[src/rtl/uart_loader.sv]
// uart_loader: writer side of the UART program-load path.
// Packs the RX byte stream little-endian into 32-bit words and issues one
// write strobe per word, with consecutive word addresses starting at 0.
// The uart_addr MSB selects the data region and is 0 for instruction memory.
// A session begins on start. It ends when the address space is full, or
// when rx_valid has been idle for TIMEOUT_CYCLES.
// Optional feature macro: UART_LOADER_CHECKSUM_EN. When it is defined, a
// running XOR of all written words must be zero at the end of the session,
// otherwise err is raised.

`ifndef DEFAULT_ROM_DEPTH
`define DEFAULT_ROM_DEPTH 10
`endif

module uart_loader #(
  parameter int ROM_DEPTH      = `DEFAULT_ROM_DEPTH,
  parameter int TIMEOUT_CYCLES = 1000000
) (
  input  logic               clk,
  input  logic               rst,
  input  logic               start,
  input  logic               rx_valid,
  input  logic [7:0]         rx_byte,
  output logic               busy,
  output logic               uart_write_enable,
  output logic [31:0]        uart_data,
  output logic [ROM_DEPTH:0] uart_addr,
  output logic               done,
  output logic               err
);

  localparam int TMO_W = (TIMEOUT_CYCLES > 2) ? $clog2(TIMEOUT_CYCLES) : 1;
  localparam logic [TMO_W-1:0] TMO_LAST = TMO_W'(TIMEOUT_CYCLES - 1);

  typedef enum logic [1:0] {
    IDLE  = 2'd0,
    RECV  = 2'd1,
    WRITE = 2'd2
  } state_t;

  state_t             state;
  logic [1:0]         byte_cnt;
  logic [TMO_W-1:0]   tmo_cnt;
  logic [ROM_DEPTH:0] word_addr;
  // Only bytes 0..2 are buffered; byte 3 goes straight into uart_data.
  logic [23:0]        word_q;
`ifdef UART_LOADER_CHECKSUM_EN
  logic [31:0]        csum;
`endif

  // busy follows the state register directly
  assign busy = (state != IDLE);

  // Session FSM: byte assembly, write strobe, address advance, timeout and status
  always_ff @(posedge clk) begin
    // NOTE: every register here uses <= so that all reads in one cycle see
    // the values from before the edge, independent of statement order.
    if (rst) begin
      state             <= IDLE;
      byte_cnt          <= 2'd0;
      tmo_cnt           <= '0;
      word_addr         <= '0;
      word_q            <= '0;
      uart_write_enable <= 1'b0;
      uart_data         <= '0;
      uart_addr         <= '0;
      done              <= 1'b0;
      err               <= 1'b0;
`ifdef UART_LOADER_CHECKSUM_EN
      csum              <= '0;
`endif
    end else begin
      uart_write_enable <= 1'b0;
      case (state)
        IDLE: begin
          // Bytes that arrive while idle, including one in the start cycle, are dropped.
          if (start) begin
            state     <= RECV;
            done      <= 1'b0;
            err       <= 1'b0;
            word_addr <= '0;
            byte_cnt  <= 2'd0;
            tmo_cnt   <= '0;
`ifdef UART_LOADER_CHECKSUM_EN
            csum      <= '0;
`endif
          end
        end

        RECV: begin
          if (rx_valid) begin
            tmo_cnt  <= '0;
            byte_cnt <= byte_cnt + 2'd1;
            case (byte_cnt)
              2'd0: word_q[7:0]   <= rx_byte;
              2'd1: word_q[15:8]  <= rx_byte;
              2'd2: word_q[23:16] <= rx_byte;
              default: begin
                // The fourth byte completes the word. Raise the strobe in the next cycle.
                state             <= WRITE;
                uart_write_enable <= 1'b1;
                uart_data         <= {rx_byte, word_q};
                uart_addr         <= word_addr;
              end
            endcase
          end else if (tmo_cnt == TMO_LAST) begin
            // Idle timeout. A partial word is discarded and flagged.
            state    <= IDLE;
            done     <= 1'b1;
            byte_cnt <= 2'd0;
`ifdef UART_LOADER_CHECKSUM_EN
            err      <= (byte_cnt != 2'd0) || (csum != 32'd0);
`else
            err      <= (byte_cnt != 2'd0);
`endif
          end else begin
            tmo_cnt <= tmo_cnt + 1'b1;
          end
        end

        WRITE: begin
          word_addr <= word_addr + 1'b1;
          tmo_cnt   <= '0;
`ifdef UART_LOADER_CHECKSUM_EN
          csum      <= csum ^ uart_data;
`endif
          if (&word_addr) begin
            // The last address has been written, so the session ends without waiting for a timeout.
            state    <= IDLE;
            done     <= 1'b1;
            byte_cnt <= 2'd0;
`ifdef UART_LOADER_CHECKSUM_EN
            err      <= ((csum ^ uart_data) != 32'd0);
`endif
          end else begin
            state <= RECV;
            // A byte that arrives during the strobe cycle is byte 0 of the next word.
            if (rx_valid) begin
              word_q[7:0] <= rx_byte;
              byte_cnt    <= 2'd1;
            end
          end
        end

        default: state <= IDLE;
      endcase
    end
  end

endmodule

[config.mk]
export PLATFORM = sky130hd
export DESIGN_NAME = uart_loader
export DESIGN_NICKNAME = d
export VERILOG_FILES = /design/src/rtl/uart_loader.sv
export SDC_FILE = /design/constraint.sdc
export NUM_CORES = 1
export LEC_CHECK = 0
export ABC_AREA = 1
export CAP_MARGIN = 20
export CORE_ASPECT_RATIO = 0.6
export CORE_MARGIN = 5
export CORE_UTILIZATION = 62
export CTS_BUF_LIST = sky130_fd_sc_hd__clkbuf_8
export CTS_CLUSTER_SIZE = 20
export DETAILED_ROUTE_END_ITERATION = 7
export PLACE_DENSITY = 0.88
export REMOVE_ABC_BUFFERS = 1
export SYNTH_ARGS = -nofsm -noshare
export SYNTH_HDL_FRONTEND = slang
export SYNTH_SLANG_ARGS = --single-unit
[constraint.sdc]
create_clock -name clk -period 3.4 [get_ports clk]
set_input_delay 0.51 -clock clk [delete_from_list [all_inputs] [get_ports clk]]
set_output_delay 0.51 -clock clk [all_outputs]
set_load 0.1 [all_outputs]
# After elaboration in Yosys (flattened, before gate mapping)
# Index checks and enable logic that the tools add are counted.
[classes]
add_sub_neg = 3
eq_ne = 17
mux = 31
bitwise_logic = 3
reduce_logical = 21
[ops]
columns = ["op", "n"]
rows = [
  ["20-bit two-way mux", 3],
  ["20-bit one-hot mux with 3 select lines", 1],
  ["8-bit two-way mux", 4],
  ["11-bit one-hot mux with 2 select lines", 1],
  ["20-bit by 1-bit adder with 20-bit output (second input constant)", 1],
  ["20-bit equality test (second input constant)", 1],
  ["2-bit two-way mux", 8],
  ["8-bit one-hot mux with 2 select lines", 1],
  ["3-bit AND reduction", 5],
  ["2-bit inequality test (second input constant)", 7],
  ["3-bit inequality test (second input constant)", 4],
  ["2-bit one-hot mux with 3 select lines", 2],
  ["11-bit by 1-bit adder with 11-bit output (second input constant)", 1],
  ["11-bit two-way mux", 1],
  ["11-bit AND reduction", 1],
  ["5-bit AND reduction", 2],
  ["2-bit nonzero test", 5],
  ["1-bit two-way mux", 8],
  ["4-bit AND reduction", 2],
  ["3-bit OR reduction", 2],
  ["2-bit by 1-bit equality test with 1-bit output (second input constant)", 2],
  ["2-bit equality test (second input constant)", 2],
  ["2-bit logical NOT", 2],
  ["1-bit NOT", 3],
  ["6 further kinds", 6],
]
[totals]
ff_bits = 105
input_bits = 12
output_inout_bits = 47
word_cells = 87

# Logic depth before layout (Yosys ltp)
[depth]
word_depth = 5
depth_mapped = 11
mapped_depth_nobuf = 11

# Worst setup path after synthesis
# Ideal clock, no wire load.
[synth_timing]
kind = "flip-flop to flip-flop"
startpoint = "reg state[0]"
endpoint = "reg tmo_cnt[13]"
setup_time_ns = 0.066
t_arrival_ns = 1.946
t_required_ns = 3.334
slack_ns = 1.387
path_stages_with_launch = 9
path_buffers = 1
period_less_slack_ns = 2.013
cell_sequence = "dfxtp_1 inv_1 ha_1 inv_2 nor2_2 nor2_2 buf_1 nand4_1 a21oi_2"
[synth_between]
elab_chain_len = 3
elab_cells_between_ends = 8
cone_classes = "eq/ne (4); mux (1); reduce/logical (3)"
[synth_rtl]
columns = ["element", "line", "rtl"]
rows = [
  ["start: declaration", "41", "state_t state;"],
  ["start signal: assignment", "59", "state <= IDLE;"],
  ["start signal: assignment", "78", "state <= RECV;"],
  ["start signal: assignment", "100", "state <= WRITE;"],
  ["2-bit by 1-bit equality test with 1-bit output (tied with other cells)", "74", "case (state)"],
  ["3-bit inequality test (no source line) (tied with other cells)", "n/a", ""],
  ["3-bit AND reduction (no source line)", "n/a", ""],
  ["end signal: assignment", "117", "tmo_cnt <= tmo_cnt + 1'b1;"],
  ["end: declaration", "43", "logic [TMO_W-1:0] tmo_cnt;"],
]
# Parallel ways exist; a longest one is shown, timed or not.
# A chain may end at the register's enable or synchronous reset.

# Worst setup path in the final report
[layout_timing]
startpoint = "reg err"
endpoint = "out err"
[layout_lines]
columns = ["element", "line", "rtl"]
rows = [
  ["start: declaration", "29", "output logic err"],
  ["start signal: assignment", "114", "err <= (byte_cnt != 2'd0);"],
]
# No word-level cell between the ends.

==> summary by stage <==
Outcome
The flow ran to the end, and the final reports show no timing, DRC or antenna violations.

Worst setup path
The signal arrival time at the worst endpoint is 1.88 ns. The sum of buffers and inverters on the critical path is 1. In this run the worst path has a maximum fanout of 2.

The required time at the worst-slack endpoint is 2.89 ns. For this design, the slowest cell found on the critical path is sky130_fd_sc_hd__clkdlybuf4s50_1. The worst setup path is captured at a primary output. The worst setup path is launched from a flip-flop. The register-to-register path setup slack is 1.27 ns. On the worst path, the slowest cell contributes a delay of 1.15 ns. The type of the worst setup path is flip-flop to primary output. The signal on the critical path passes through clkdlybuf4s50_1.

Grouping stages by cell kind, the critical path spends the most delay in buffers and inverters.

Clocking
The later pin in the worst-skew pair is clocked with a latency of 0.37 ns. The post-CTS setup buffer count is 0. Clock-pin slew was measured on the worst setup and hold paths at 0.10 ns. The clock tree synthesis step divided the H-tree into 3 levels.

After clock tree synthesis, the flow added hold-fix buffers numbering 0. In this run the deepest clock path goes through 2 buffers. The clock root buffer master is sky130_fd_sc_hd__clkbuf_8.

CTS saw 105 sinks. The quantity of gates resized following cts is 0. The number of clock buffers inserted by TritonCTS is 9. TritonCTS built the clock tree.

Placement
The routability congestion estimate from global placement is 0.954. Detailed placement ended at an HPWL of 9.30 mm. Before CTS, the worst setup slack after placement is 1.04 ns. The number of placed instances, taps included, is 828. The count of port buffers added during placement is 58.

Routing
The first TritonRoute pass finished after 5 iterations. The number of DRC violations after detailed routing is 0. The detailed router finished its first iteration with 461 violations. The average wire per standard cell is 15.2 microns. The count of antenna-violating nets left after detailed routing is 0.

The total wire length after detailed routing is 12.8 mm. The average via count per standard cell is 5.60. The detailed router placed 4727 vias in this run.

GRT
The via count of the first global-routing pass came to 4356. The maximum number of pins on one net before global-route repair is 48. The wire length of the first global-routing pass is 21.1 mm. The initial antenna violation count is 0. Summed over all layers, the global routing overflow is 0. The overall global routing resource usage is 26.4%.

Pwr
The internal power is 0.00183 W. Summed over all cells, the static leakage comes to 2.27 nW. In this run the power spent charging and discharging nets is 0.000702 W. Summing internal, switching and leakage power gives 0.00254 W.

The power density over cell area is 445 mW/mm^2. Sequential cells burn 50.2% of the power. The maximum VDD drop is 0.308 mV. Net switching is 27.7% of the power. Of the total power, the clock network draws 36.2%.

The power share of the combinational group is 13.6%.

Layout
The area growth from synthesis to final layout is 17.5%. In the final design database the tool counted 753 nets. The post-route netlist has 8.97% of its cells at a drive strength greater than 1. The number of antenna diodes in the final layout is 0.

Excluding fillers, the count of instances in the completed layout stands at 844.

Hold path
The worst hold path belongs to the class flip-flop to flip-flop.

Timing
The post-route setup TNS is 0 ns. In this run the tightest slew margin relative to its limit is 32.2%. After layout, the worst path uses 70.4% of the clock period. Hold is met by 0.469 ns. The routed design could run at a clock period as short as 2.39 ns. Derived from the worst setup path, the maximum achievable clock frequency is 418 MHz. The count of final setup violators is 0. Between clock sinks in the finished design, the worst skew comes to 0.0108 ns. The final count of pins violating max slew is 0. The post-layout worst setup margin is 1.01 ns. The count of final hold-check violations is 0. Setup repair after global routing left no endpoint under its margin. The measured slew at the worst slew-check pin is 1.01 ns.

Floorplanning
The die is 78.5 microns tall. The horizontal die dimension is 124 microns. The floorplan die area is 0.00975 sq mm. The area of the core region is 0.00776 sq mm. In this run the count of I/O pins placed on the die edge is 59. The number of rows created at floorplan is 25. The initial utilization of the core area, before any placement, comes to 62.5%.

Logic synthesis
Among all flip-flop cells after synthesis, the most frequent one is sky130_fd_sc_hd__dfxtp_1. For this run, the number of Yosys warnings is 0. The share of async-settable or async-resettable flops after synthesis is 0%.

After synthesis, the most frequently instantiated cells are 137 x sky130_fd_sc_hd__nor2_1, 115 x sky130_fd_sc_hd__nand2_1, 105 x sky130_fd_sc_hd__dfxtp_1, 54 x sky130_fd_sc_hd__inv_1, 53 x sky130_fd_sc_hd__nand3_1. The cell accounting for the most synthesized area is sky130_fd_sc_hd__dfxtp_1. By area the synthesized netlist is led by sky130_fd_sc_hd__dfxtp_1 43%, sky130_fd_sc_hd__nor2_1 11%, sky130_fd_sc_hd__nand2_1 8.9%, sky130_fd_sc_hd__nand3_1 5.5%, sky130_fd_sc_hd__a21oi_1 5.3%.

Counting flops and latches in the post-synthesis netlist gives 105. Counting flops with a built-in enable in the synthesized netlist gives 0. Yosys mapped the design onto 36 distinct sky130hd cell types. The proportion of synthesized chip area in sequential cells is 43.3%.

Synthesis produced 686 cells. A synthesized cell averages 7.07 sq um. The fraction of post-synthesis cell area in the top cell type by area is 43.3%. The cell with the most instances after synthesis is sky130_fd_sc_hd__nor2_1. The synthesized netlist occupies a cell area of 0.00485 sq mm.

Run
The max-capacitance violation count is 0.
## logic make-up after synthesis
logic type	synth area share [%]
buffers and inverters	7.99
flip-flops	43.3
AND/OR/NAND/NOR	33.3
adder cells (fa/ha/maj)	2.58
AO/OA/AOI/OAI	12.8
## power groups by stage
stage / clock (W) / combinational [W] / sequential [W]
finish: 0.000920 / 0.000345 / 0.00127
detailed placement: 0 / 0.000340 / 0.00130
global route: 0.000980 / 0.000377 / 0.00128
CTS: 0.000920 / 0.000342 / 0.00127
global placement: 0 / 0.000332 / 0.00130
floorplan: 0 / 0.000186 / 0.00135
## metrics by stage
| stage | utilization (%) | cell area (sq um) |
|---|---|---|
| final | 73.5 | 5700 |
| after global routing | 73.5 | 5700 |
| after CTS | 73.5 | 5700 |
| after detailed placement | 70.4 | 5460 |
| after global placement | 70.4 | 5460 |
| after floorplan | - | 4720 |
## area by class of cell
| type | count | area (sq um) |
|---|---|---|
| clock buffers | 9 | 124 |
| clock inverters | 7 | 118 |
| fillers | 640 | 2060 |
| inverters | 67 | 251 |
| multi-input cells | 486 | 2360 |
| flip-flops and latches | 105 | 2100 |
| well taps | 108 | 135 |
| repair buffers | 62 | 608 |
## state kept, by name, summed over array words and instances, names as in the netlist
name and count:
byte_cnt 2, uart_write_enable 1, word_addr 11, uart_addr 11, done 1, uart_data 32, word_q 24, err 1
tmo_cnt 20, state 2
## per-layer routing
metal | global-route usage [%] | wire length, microns | up-vias | share of wire [%]
met1 | 36.0 | 5900 | 2189 | 46
met2 | 40.1 | 5440 | 214 | 42
met4 | 7.77 | 180 | 0 | 1.4
met3 | 8.77 | 1320 | 18 | 10
met5 | 0 | 0 | - | 0
li1 | - | - | 2306 | -
## path summary, 6_finish.rpt
check	from	end	depth (start not counted)
setup / recovery	err$_SDFFE_PP0P_	err	1
hold / removal	word_q[23]$_SDFFE_PP0P_	word_q[23]$_SDFFE_PP0P_	2
hold reg to reg	word_q[23]$_SDFFE_PP0P_	word_q[23]$_SDFFE_PP0P_	2
setup reg to reg	state[1]$_SDFFE_PP0P_	tmo_cnt[18]$_SDFFE_PP0P_	10
## placed cells by master (no fill, tap or decap), drive strengths merged, types with 10 or more instances in the layout
| master | instances |
|---|---|
| nor2 | 148 |
| ha | 10 |
| a21oi | 55 |
| o21ai | 52 |
| clkdlybuf4s50 | 57 |
| inv | 68 |
| nand2 | 121 |
| nand3 | 60 |
| dfxtp | 105 |
| nand4 | 21 |
Note: power is estimated with default switching activity, not from simulation.
==> variant 1, RTL diff (config.mk and constraints unchanged) <==
Change the parameter `TIMEOUT_CYCLES` from 1000000 to 4000000.
--- a/src/rtl/uart_loader.sv
+++ b/src/rtl/uart_loader.sv
@@ -14,7 +14,7 @@
 
 module uart_loader #(
   parameter int ROM_DEPTH      = `DEFAULT_ROM_DEPTH,
-  parameter int TIMEOUT_CYCLES = 1000000
+  parameter int TIMEOUT_CYCLES = 4000000
 ) (
   input  logic               clk,
   input  logic               rst,
Function: no difference found for any inputs over 4 cycles, from zero or initial values and one cycle with rst high; that may be too few to reach the edited logic, so the function may still have changed.
==> variant 1 against the original RTL <==
Worst hold slack worse by 0.99 ps. Largest power group unchanged. Design area is 1.0% lower. Total power down 4.7%. Clock power fell by 14%. Area after synthesis is 0.85% lower. Wire length shrank 4.7%. Sequential cell count increased by 2. Critical path type unchanged. Worst setup slack lost 90 ps.
==> variant 1: results (changes against the original RTL) <==
\begin{tabular}{lr}
\hline
Metric & Value \\
\hline
\multicolumn{2}{l}{\textbf{STA}} \\
Hold WS & 467.6 ps (-0.9890 ps) \\
Setup skew after layout & 12.97 ps (+2.211 ps) \\
Slew at the pin closest to its max-slew limit & 1014 ps (+1.001 ps) \\
\multicolumn{2}{l}{\textbf{Global routing}} \\
Largest net degree at the start of global routing & 38 (-21\%) \\
Vias in the first global route & 4151 (-4.7\%) \\
Aggregate global-route resource usage & 26.20\% (-0.25 points) \\
Wire length of the first global-routing pass & 20310 um (-3.9\%) \\
\multicolumn{2}{l}{\textbf{Final layout}} \\
Total of fill cells in the finished design & 550 (-14\%) \\
Fraction of layout instances using a drive strength above 1 & 7.438\% (-1.5 points) \\
Net total in the final layout & 744 (-1.2\%) \\
\multicolumn{2}{l}{\textbf{Logic synthesis}} \\
Most used standard cells in the synthesized netlist & nor2\_1, nand2\_1, dfxtp\_1 \\
Post-Syn Instances & 674 (-1.7\%) \\
Distinct cell type count of the synthesized netlist & 33 (-8.3\%) \\
Cell types with the largest area share after synthesis & dfxtp\_1, nor2\_1, nand2\_1 \\
\multicolumn{2}{l}{\textbf{Setup path}} \\
RR Startpoint & state[0] \\
Worst setup path start & done \\
Worst EP arrival & 1970 ps (+90 ps) \\
Critical R2R Capture & tmo\_cnt[21] \\
Setup slack of the worst register-to-register path & 1090 ps (-180 ps) \\
Delay of the slowest critical-path stage & 1170 ps (+20 ps) \\
\multicolumn{2}{l}{\textbf{Drt}} \\
Overall routed net length & 12240 um (-4.7\%) \\
Iter 0 DRT Violations & 507 (+10\%) \\
Routed length per instance & 14.74 um (-3.1\%) \\
\multicolumn{2}{l}{\textbf{Worst hold path}} \\
Hold Path End & uart\_data[7] \\
Hold Path Origin & word\_q[7] \\
\multicolumn{2}{l}{\textbf{Power}} \\
Static leakage power & 0.002238 uW (-1.5\%) \\
Max VDD drop & 0.0003208 V (+4.0\%) \\
\multicolumn{2}{l}{\textbf{Status}} \\
Run status & finished, final reports clean \\
\multicolumn{2}{l}{\textbf{Place}} \\
Placer Congestion & 0.9238 (-3.2\%) \\
\hline
\end{tabular}
==> variant 1: cell type report <==
cell class	instances	area share (%)
tap	104	2.306
multi-input combinational	485	41.60
sequential	107	37.96
timing repair buffer	62	10.78
inverter	57	3.792
clock inverter	5	1.131
clock buffer	10	2.439
==> variant 1: metrics by stage <==
step	setup WS [ps]	instance area, sq um	utilization [%]
3_5_place_dp	699.1	5441	73.36
5_1_grt	881.5	5643	76.08
3_3_place_gp	814.1	5441	73.36
2_1_floorplan	505.9	4701	-
4_1_cts	929.0	5643	76.08
6_report	916.1	5643	76.08
==> variant 1: per-layer routing <==
layer | track usage, % | up-vias | wire [um]
li1 | - | 2279 | -
met1 | 38.42 | 2090 | 5662
met2 | 37.14 | 212 | 5216
met3 | 7.328 | 21 | 1149
met4 | 8.177 | 0 | 210
met5 | 0 | - | 0
==> variant 1: worst max path at each step <==
stage	to	slack [ps]	depth (start not counted)
detailed placement	state[1]	700	7
finish	done	920	1
floorplan	state[1]	510	8
global route	state[1]	880	7
global placement	state[1]	810	7
CTS	done	930	1
==> variant 1: kinds of logic after synthesis <==
kind of cell / share of synthesized area (%)
simple gates: 33.06
compound gates: 13.08
flops: 44.53
buf+inv: 6.736
fa+ha+maj: 2.601
==> variant 1: power breakdown <==
part | total (uW) | switching, uW | internal (uW)
sequential | 1300 | 18.7 | 1280
clock | 794 | 434 | 360
combinational | 328 | 246 | 81.9
total | 2420 | 699 | 1720
==> variant 2, RTL diff (same settings) <==
Without the edit above. Register the output `uart_addr` once more, with the module's reset; this adds one clock of latency there. The other outputs are not delayed to match.
--- a/src/rtl/uart_loader.sv
+++ b/src/rtl/uart_loader.sv
@@ -38,6 +38,8 @@
     WRITE = 2'd2
   } state_t;
 
+  logic [ROM_DEPTH:0] uart_addr_s0;
+
   state_t             state;
   logic [1:0]         byte_cnt;
   logic [TMO_W-1:0]   tmo_cnt;
@@ -63,7 +65,7 @@
       word_q            <= '0;
       uart_write_enable <= 1'b0;
       uart_data         <= '0;
-      uart_addr         <= '0;
+      uart_addr_s0      <= '0;
       done              <= 1'b0;
       err               <= 1'b0;
 `ifdef UART_LOADER_CHECKSUM_EN
@@ -100,7 +102,7 @@
                 state             <= WRITE;
                 uart_write_enable <= 1'b1;
                 uart_data         <= {rx_byte, word_q};
-                uart_addr         <= word_addr;
+                uart_addr_s0      <= word_addr;
               end
             endcase
           end else if (tmo_cnt == TMO_LAST) begin
@@ -147,5 +149,13 @@
     end
   end
 
+  always_ff @(posedge clk) begin
+    if (rst) begin
+      uart_addr <= '0;
+    end else begin
+      uart_addr <= uart_addr_s0;
+    end
+  end
+
 endmodule
 
Formal check against the unedited RTL: not equivalent (Yosys sat finds a counterexample within 10 cycles, from zero or initial values and one cycle with rst high).
==> variant 2 against the original RTL <==
Total power is 25% higher. Sequential cell count is 11 higher. Area after synthesis is 6.5% higher. Design area is 8.8% higher. Worst setup slack worse by 79 ps. Clock skew is 0.70 ps higher. Non-clock buffer count stayed put. Wire length is 7.5% higher. Register-to-register slack better by 100 ps.
==> variant 2: results (changes against the original RTL) <==
\begin{tabular}{lr}
\hline
Metric & Value \\
\hline
\multicolumn{2}{l}{\textbf{Drt}} \\
Routed wire length on met2 & 6026 um (+11\%) \\
Iter 0 DRT Violations & 515 (+12\%) \\
Met1 Routed Length & 6405 um (+8.5\%) \\
Routed length per instance & 15.74 um (+3.5\%) \\
Total number of vias & 4916 (+4.0\%) \\
Routed wire length on met3 & 1138 um (-14\%) \\
\multicolumn{2}{l}{\textbf{Place}} \\
Post-detail-place hpwl & 9426 um (+1.4\%) \\
Number of buffers added on ports & 58 (unchanged) \\
Post-Place Cells & 845 (+2.1\%) \\
Worst-case setup slack after placement & 1015 ps (-21.90 ps) \\
Post-Place Cell Area & 5756 sq um (+5.4\%) \\
Placer Congestion & 0.9099 (-4.7\%) \\
\multicolumn{2}{l}{\textbf{Logic synthesis}} \\
Main flop type after synthesis & dfxtp\_1 \\
Post-Syn Instances & 704 (+2.6\%) \\
Fraction of the yosys area taken by sequential cells & 44.93\% (+1.6 points) \\
Most used standard cells in the synthesized netlist & nor2\_1, nand2\_1, dfxtp\_1 \\
Distinct cell type count of the synthesized netlist & 34 (-5.6\%) \\
Cell types with the largest area share after synthesis & dfxtp\_1, nor2\_1, nand2\_1 \\
\multicolumn{2}{l}{\textbf{Setup path}} \\
Cell with the biggest individual delay on the critical path & clkdlybuf4s50\_1 \\
Worst EP arrival & 1960 ps (+80 ps) \\
\multicolumn{2}{l}{\textbf{Global routing}} \\
Vias in the first global route & 4492 (+3.1\%) \\
Aggregate global-route resource usage & 27.55\% (+1.1 points) \\
Wire length of the first global-routing pass & 22360 um (+5.8\%) \\
\multicolumn{2}{l}{\textbf{Clock tree}} \\
Worst-Skew Late Latency & 450 ps (+80 ps) \\
H-Tree Level Count & 4 (+1) \\
Clock buffers created by TritonCTS & 17 (+8) \\
Worst-path clk slew & 70 ps (-30 ps) \\
\multicolumn{2}{l}{\textbf{Final layout}} \\
Net total in the final layout & 778 (+3.3\%) \\
Fraction of layout instances using a drive strength above 1 & 10.66\% (+1.7 points) \\
Top flop regs & uart\_data (32), word\_q (24), tmo\_cnt (20) \\
Total of fill cells in the finished design & 579 (-9.5\%) \\
Layout Cells excl Fill & 877 (+3.9\%) \\
\multicolumn{2}{l}{\textbf{STA}} \\
Slew at the pin closest to its max-slew limit & 1004 ps (-8.720 ps) \\
Setup skew after layout & 11.46 ps (+0.7011 ps) \\
\multicolumn{2}{l}{\textbf{Worst hold path}} \\
Hold crit path type & register to register \\
\multicolumn{2}{l}{\textbf{Status}} \\
Run status & finished, final reports clean \\
\multicolumn{2}{l}{\textbf{Power}} \\
Static leakage power & 0.002441 uW (+7.5\%) \\
Max VDD drop & 0.0003744 V (+21\%) \\
\hline
\end{tabular}
-- variant 2: cell types whose count changed in the layout (fill, tap and decap cells not counted), moves of 6 or more --
cell / before / now
nand2_1: 115 / 123
nor2_1: 137 / 150
clkbuf_8: 9 / 18
dfxtp_1: 105 / 116
o21ai_0: 46 / 40
inv_1: 55 / 64
nor2_2: 10 / 3
nor2_4: 1 / 8
inv_2: 12 / 5
-- variant 2: logic make-up after synthesis --
kind of cell	Yosys count	synth area share, %
adder cells (fa/ha/maj)	10	2.421
AO/OA/AOI/OAI	103	10.72
AND/OR/NAND/NOR	376	33.77
flip-flops	116	44.93
buffers and inverters	99	8.158
-- variant 2: worst paths after layout --
kind	from	cells past startpoint	to	slack, ps
setup / recovery	done	1	done	930
hold / removal	uart_addr_s0[5]	2	uart_addr[5]	420
setup reg to reg	state[0]	9	word_addr[8]	1370
hold reg to reg	uart_addr_s0[5]	2	uart_addr[5]	420
-- variant 2: stage by stage --
| stage | utilization, % | total power, uW | hold slack [ps] |
|---|---|---|---|
| 6_report | 77.45 | 3181 | 424.4 |
| 5_1_grt | 77.45 | 3295 | 440.1 |
| 4_1_cts | 77.45 | 3185 | 422.6 |
| 3_5_place_dp | 71.88 | 1772 | 412.4 |
| 3_3_place_gp | 71.88 | 1761 | 410.3 |
| 2_1_floorplan | - | 1667 | 400.0 |
-- variant 2: final cells by class --
| cell class | count | area, sq um | area share (%) |
|---|---|---|---|
| clock buffers | 18 | 247.7 | 3.994 |
| flip-flops and latches | 116 | 2322 | 37.44 |
| repair buffers | 62 | 608.1 | 9.804 |
| multi-input cells | 489 | 2425 | 39.10 |
| inverters | 70 | 265.3 | 4.277 |
| well taps | 108 | 135.1 | 2.179 |
| clock inverters | 14 | 198.9 | 3.208 |
-- variant 2: routing by layer --
layer	global-route usage (%)	up-vias
li1	-	2360
met1	38.57	2293
met2	40.81	233
met3	6.246	30
met4	12.08	0
met5	0	-
-- variant 2: tightest hold or removal path, delay by kind of cell (launching register included) --
kind	cells	cell delay [ps]
AND/OR/NAND/NOR	1	40
flip-flops	1	300
buffers and inverters	1	40
-- variant 2: report_power, final --
part	leakage [uW]	internal (uW)	switching, uW	total (uW)
Clock	0.000212	824	605	1430
Combinational	0.00129	91.0	257	348
Sequential	0.000936	1380	19.1	1400
